==> src/rtl/signed_div_8x4.sv <==
// signed_div_8x4: sequential 8-by-4 signed restoring divider, one quotient bit per clock.
// Quotient truncates toward zero; the remainder takes the sign of the dividend.
module signed_div_8x4 (
    input  logic       clk,
    input  logic       rst,
    input  logic       start,
    input  logic [7:0] a,
    input  logic [3:0] b,
    output logic       busy,
    output logic       done,
    output logic [7:0] q,
    output logic [3:0] r,
    output logic       dz,
    output logic       ovf
);
    typedef enum logic [1:0] {IDLE, ITER, FIX} state_t;
    state_t state_q, state_d;
    logic [7:0] dvd_q, dvd_d, q_q, q_d, q_res;
    logic [3:0] dvs_q, dvs_d, r_q, r_d, r_res;
    logic [4:0] rem_q, rem_d, shl;
    logic [5:0] trial;
    logic [2:0] cnt_q, cnt_d;
    logic qneg_q, qneg_d, rneg_q, rneg_d, dzp_q, dzp_d, ovfp_q, ovfp_d;
    logic done_q, done_d, dz_q, dz_d, ovf_q, ovf_d;
    logic accept, fix;

    always_ff @(posedge clk) begin
        if (rst) state_q <= IDLE;
        else     state_q <= state_d;
    end

    always_comb begin
        state_d = state_q == IDLE ? (start ? ITER : IDLE) :
                  state_q == ITER ? (cnt_q == 3'd7 ? FIX : ITER) : IDLE;
    end

    always_comb begin
        busy   = state_q != IDLE;
        accept = state_q == IDLE && start;
        fix    = state_q == FIX;
    end

    // dvd_q shifts dividend bits out the top while quotient bits enter at the bottom
    always_comb begin
        shl    = {rem_q[3:0], dvd_q[7]};
        trial  = {1'b0, shl} - {2'b00, dvs_q};
        dvd_d  = accept ? (a[7] ? -a : a) : state_q == ITER ? {dvd_q[6:0], ~trial[5]} : dvd_q;
        rem_d  = accept ? 5'd0 : state_q == ITER ? (trial[5] ? shl : trial[4:0]) : rem_q;
        dvs_d  = accept ? (b[3] ? -b : b) : dvs_q;
        cnt_d  = accept ? 3'd0 : state_q == ITER ? cnt_q + 3'd1 : cnt_q;
        qneg_d = accept ? a[7] ^ b[3] : qneg_q;
        rneg_d = accept ? a[7] : rneg_q;
        dzp_d  = accept ? b == 4'h0 : dzp_q;
        ovfp_d = accept ? (a == 8'h80 && b == 4'hF) : ovfp_q;
        q_res  = dzp_q ? 8'hFF : ovfp_q ? 8'h80 : qneg_q ? -dvd_q : dvd_q;
        r_res  = (dzp_q || ovfp_q) ? 4'h0 : rneg_q ? -rem_q[3:0] : rem_q[3:0];
        q_d    = fix ? q_res : q_q;
        r_d    = fix ? r_res : r_q;
        dz_d   = fix ? dzp_q : dz_q;
        ovf_d  = fix ? ovfp_q : ovf_q;
        done_d = fix;
    end

    always_ff @(posedge clk) begin
        if (rst) begin
            dvd_q  <= 8'h00;
            rem_q  <= 5'd0;
            dvs_q  <= 4'h0;
            cnt_q  <= 3'd0;
            qneg_q <= 1'b0;
            rneg_q <= 1'b0;
            dzp_q  <= 1'b0;
            ovfp_q <= 1'b0;
            q_q    <= 8'h00;
            r_q    <= 4'h0;
            dz_q   <= 1'b0;
            ovf_q  <= 1'b0;
            done_q <= 1'b0;
        end else begin
            dvd_q  <= dvd_d;
            rem_q  <= rem_d;
            dvs_q  <= dvs_d;
            cnt_q  <= cnt_d;
            qneg_q <= qneg_d;
            rneg_q <= rneg_d;
            dzp_q  <= dzp_d;
            ovfp_q <= ovfp_d;
            q_q    <= q_d;
            r_q    <= r_d;
            dz_q   <= dz_d;
            ovf_q  <= ovf_d;
            done_q <= done_d;
        end
    end

    assign done = done_q;
    assign q    = q_q;
    assign r    = r_q;
    assign dz   = dz_q;
    assign ovf  = ovf_q;
endmodule

==> config.mk <==
export PLATFORM = sky130hd
export DESIGN_NAME = signed_div_8x4
export DESIGN_NICKNAME = d
export VERILOG_FILES = /design/src/rtl/signed_div_8x4.sv
export SDC_FILE = /design/constraint.sdc
export NUM_CORES = 1
export LEC_CHECK = 0
export CAP_MARGIN = 15
export CORE_ASPECT_RATIO = 0.6
export CORE_MARGIN = 5
export CORE_UTILIZATION = 40
export CTS_CLUSTER_SIZE = 10
export DETAILED_ROUTE_END_ITERATION = 7
export PLACE_DENSITY_LB_ADDON = 0.25
export REMOVE_ABC_BUFFERS = 1
export SKIP_CTS_REPAIR_TIMING = 1
export SYNTH_ARGS = -nofsm -noshare
export SYNTH_HDL_FRONTEND = slang
export SYNTH_SLANG_ARGS = --single-unit
==> constraint.sdc <==
create_clock -name clk -period 1.85 [get_ports clk]
set_input_delay 0.2775 -clock clk [delete_from_list [all_inputs] [get_ports clk]]
set_output_delay 0.2775 -clock clk [all_outputs]
set_load 0.05 [all_outputs]
[Word level (Yosys, flattened, before mapping)]
Cells that the tools add are included.
Word-level totals
  bits in registers: 40
  input bits: 15
  output and inout bits: 16
  logic and storage cells: 49
Operators by class
  $add $sub $neg: 6
  equal/unequal tests: 5
  muxes and demuxes: 14
  bitwise operators: 2
  reduce and logical (&&, ||, !) cells: 8
Operators with widths (count)
  $mux W8: 6
  $mux W4: 4
  $neg A8 Y8: 2
  $eq A8 B8 Y1 const B: 1
  $neg A4 Y4: 2
  $mux W2: 3
  $sub A5 B4 Y6: 1
  $eq A4 B4 Y1 const B: 1
  $logic_not A4 Y1: 1
  $reduce_bool A2 Y1: 2
  $add A3 B1 Y3 const B: 1
  $eq A3 B3 Y1 const B: 1
  $eq A2 B1 Y1 const B: 1
  $eq A2 B2 Y1 const B: 1
  $logic_and A1 B1 Y1: 2
  $logic_not A2 Y1: 1
  $reduce_or A2 Y1: 1
  $logic_or A1 B1 Y1: 1
  $mux W1: 1
  $not A1 Y1: 1
  $xor A1 B1 Y1: 1

[Logic depth before layout (Yosys ltp)]
  word-level depth: 4
  mapped depth: 6
  mapped depth without buffers: 6

[Least setup slack after synthesis]
Ideal clock, no wire load.
  kind: register -> register
  start point: register rem_q[0]
  end point: register rem_q[1]
  setup time: 0.091 ns
  arrival time: 1.584 ns
  data required time: 1.759 ns
  setup slack: 0.175 ns
  stages on the path, launching flop included: 6
  path buffers: 0
  period minus slack after synthesis: 1.675 ns
  cell sequence: dfxtp_1 ha_1 nor2b_1 o31a_1 or3_1 a311oi_1
On the way
  word-level cells in the longest chain between the ends: 2
Ends and longest elaborated chain
  start, declared: RTL line 20  | logic [4:0] rem_q, rem_d, shl;
  start signal, assigned: RTL line 81  | rem_q <= rem_d;
  $sub A5 B4 Y6: RTL line 46  | trial = {1'b0, shl} - {2'b00, dvs_q};
  $mux W4 *: RTL line 48  | rem_d = accept ? 5'd0 : state_q == ITER ? (trial[5] ? shl : trial[4:0]) : rem_q;
Every way passes the cells marked *; elsewhere a longest branch is shown, timed or not.
A chain may end at the register's enable or synchronous reset.

[Worst setup path after layout]
  start point: register dvs_q[1]
  end point: register rem_q[2]
On the way
  word-level cells in the longest chain between the ends: 2
Ends and longest elaborated chain
  start, declared: RTL line 19  | logic [3:0] dvs_q, dvs_d, r_q, r_d, r_res;
  start signal, assigned: RTL line 82  | dvs_q <= dvs_d;
  $sub A5 B4 Y6: RTL line 46
  $mux W4: RTL line 48
Every way passes these cells.

==> run metrics <==
vias in the first global route 1,782; Hold Path Cell Cnt 2; Worst Path Arrival 2.00 ns; FF+latch count, synth 40; Final Wtd Congestion 0.882; Fill cells 481; Post-synth EDFFs 0; CTS Buf Count 5; unrepaired setup endpoints after global routing true; fin crit share 97.1%; initial antenna violation count 0; clk_lat worst skew 0.30 ns; reg-to-reg startpoint dvs_q[1]$_SDFFE_PP0P_; minimum clock period 1.80 ns; CTS Buffer Depth 2; Slew Limit Fails 0; adder-cell area share of the yosys netlist 7.27%; worst slack, placed -0.0891 ns; CP required 2.05 ns; Fmax 0.557 GHz; Worst Reg2Reg Path Length in Cells 6; synth cell count leaders dfxtp_1 (40), nor2_1 (33), a21oi_1 (17), nand2_1 (16), inv_1 (13); relative slew slack 66.4%; via count 1,913; Worst-Margin Slew 0.503 ns; post-synthesis mux area share 2.31%; Mapped Cells 260; clk_skew 0.0164 ns; max cap viols 0; CP top delay family compound AO/OA/AOI/OAI gates; CP endpoint kind flop; crit path capture rem_q[2]$_SDFFE_PP0P_; final WL 5170 um; setup ws final 0.0538 ns; GRT met1 Usage 24.2%; CP max FO 4; Worst IR Drop VDD 0.308 mV; clk sinks 40; clock slew at reported path FFs 0.09 ns; first-pass GRT wire length 8680 um; vias per cell 5.14; Root Driver clkbuf_8; Levels on crit path 6; final net count 332; largest family of logic cells by synthesized area simple AND/OR/NAND/NOR gates; synthesized area 0.00217 sq mm; met3 usage in global routing 3.97%; die area 0.00705 sq mm; Starting Density 42.1%; Final Setup Violations 0; H-Tree Depth 2; Worst path slowest cell dfxtp_1; Leak 1.07 nW; DRT Pass-1 Iters 4; layout cells sized above 1 14.1%; synthesis-to-finish area growth 28.8%; multi-input logic area 0.00126 sq mm; Die W 105 um; crit-path max cell delay 0.33 ns; grt met2 use 20.1%; # rows 20; Yosys top cell area share 36.9%; synth warn 0; PwrDens 761 mW/mm^2; WL per Instance 13.9 um; largest net degree at the start of global routing 22; Port-buffer cells 30; synthesized area per cell 8.34 sq um; storage element area 801 sq um; CTS tree built; status finished clean; total congestion overflow 0; DRC violations left 0; Routed Antenna Nets 0; worst setup path start dvs_q[1]$_SDFFE_PP0P_; final count of hold timing violations 0; sequential element share of the synthesized area 36.9%; reg-to-reg slack, setup 0.05 ns; Synth Area in XOR/XNOR 5.65%; GRT Total Usage 15.3%; Antenna diodes 0; Post-synth ARST share 0%; dominant cell type by area after synthesis dfxtp_1; GR peak layer met1; HP Class reg -> reg; area of the core 0.00515 sq mm; crit-path cells inv_1, ha_1, nor2b_1, o31a_1, or2_2, a311oi_1; Die H 67.0 um; hpwl dp 4040 um; Synth Area in Simple Gates 21.8%; Buffers & Inverters on Critical Path 1; reg2reg end rem_q[2]$_SDFFE_PP0P_; cell with the most instances after synthesis dfxtp_1; CP startpoint kind flop; most common flop cell mapped by yosys dfxtp_1; Starting DRT DRC Count 140; I/O pins 31; Synth Area in Compound Gates 20.6%; Crit Path Class reg -> reg; fin util 54.2%; count of cell types in the netlist 42; Synth area leaders dfxtp_1 (37%), ha_1 (6.3%), nor2_1 (5.7%)
==> layout by cell type, fill, tap and decap left out, types with 4 or more instances in the layout <==
cell and n:
dfxtp_1 40, nor2_1 33, clkdlybuf4s50_1 29, buf_4 26, a21oi_1 17, nand2_1 16
inv_1 13, xnor2_1 11, ha_1 11, nor3_1 8, o21ai_0 7, or2_2 6
nor2b_1 6, o31ai_1 6, a22oi_1 6, clkbuf_8 6, o21a_1 5, nand2b_1 5
mux2i_1 5, a21boi_0 5, a211oi_1 5, or3_1 4, a221oi_1 4
==> per-stage QoR <==
stage	std cells	power [mW]	hold WS (ns)	TNS, ns	area, sq um
2_1_floorplan	243	1.19	0.347	0	2100
5_1_grt	372	2.24	0.505	-0.0292	2800
3_5_place_dp	364	1.38	0.446	-0.176	2670
6_report	372	2.13	0.456	0	2800
3_3_place_gp	364	1.37	0.444	-0.106	2670
4_1_cts	372	2.13	0.458	0	2790
==> worst min path at each step <==
stage / from / to / slack, ns
finish: ovf$_SDFFE_PP0P_ / ovf$_SDFFE_PP0P_ / 0.46
global route: dvs_q[0]$_SDFFE_PP0P_ / dvs_q[0]$_SDFFE_PP0P_ / 0.51
CTS: ovf$_SDFFE_PP0P_ / ovf$_SDFFE_PP0P_ / 0.46
detailed placement: ovf$_SDFFE_PP0P_ / ovf$_SDFFE_PP0P_ / 0.45
global placement: ovf$_SDFFE_PP0P_ / ovf$_SDFFE_PP0P_ / 0.44
floorplan: rst / dvd_q[0]$_SDFFE_PP0P_ / 0.35
==> sequential cells by signal (all words and copies together), names as in the netlist <==
name     cells
dvd_q        8
ovf          1
dzp_q        1
q            8
rem_q        4
cnt_q        3
done         1
dvs_q        4
rneg_q       1
state_q      2
ovfp_q       1
dz           1
r            4
qneg_q       1
==> cells by family after synthesis <==
kind of cell | count (synthesis)
AND/OR/NAND/NOR | 94
AO/OA/AOI/OAI | 65
flip-flops | 40
buffers and inverters | 30
XOR/XNOR | 14
adder cells (fa/ha/maj) | 12
multiplexers | 5
==> metal layers <==
| metal | vias to the layer above | wire length, um |
|---|---|---|
| met1 | 842 | 3010 |
| li1 | 1003 | - |
| met4 | 0 | 11 |
| met2 | 66 | 1820 |
| met3 | 2 | 336 |
| met5 | - | 0 |
==> layout make-up <==
class | instances | area share [%]
clock inverter | 2 | 1.39
inverter | 13 | 1.75
tap | 66 | 2.95
timing repair buffer | 55 | 17.4
multi-input combinational | 190 | 44.9
clock buffer | 6 | 2.95
sequential | 40 | 28.6
==> power breakdown <==
group          total, mW  leakage (nW)  switching, mW  internal [mW]
registers          0.940         0.326         0.0437          0.896
logic              0.423         0.685          0.215          0.208
clock network      0.763        0.0614          0.322          0.441
total               2.13          1.07          0.580           1.55
==> worst register-to-register path, delay by kind of cell, from the launching register on <==
kind / cells / cell delay, ns
AOI/OAI and AO/OA: 2 / 0.59
DFF: 1 / 0.33
buffers and inverters: 1 / 0.07
adders and majority gates: 1 / 0.28
and+or+nand+nor: 2 / 0.44
(Power assumes the default switching activity.)
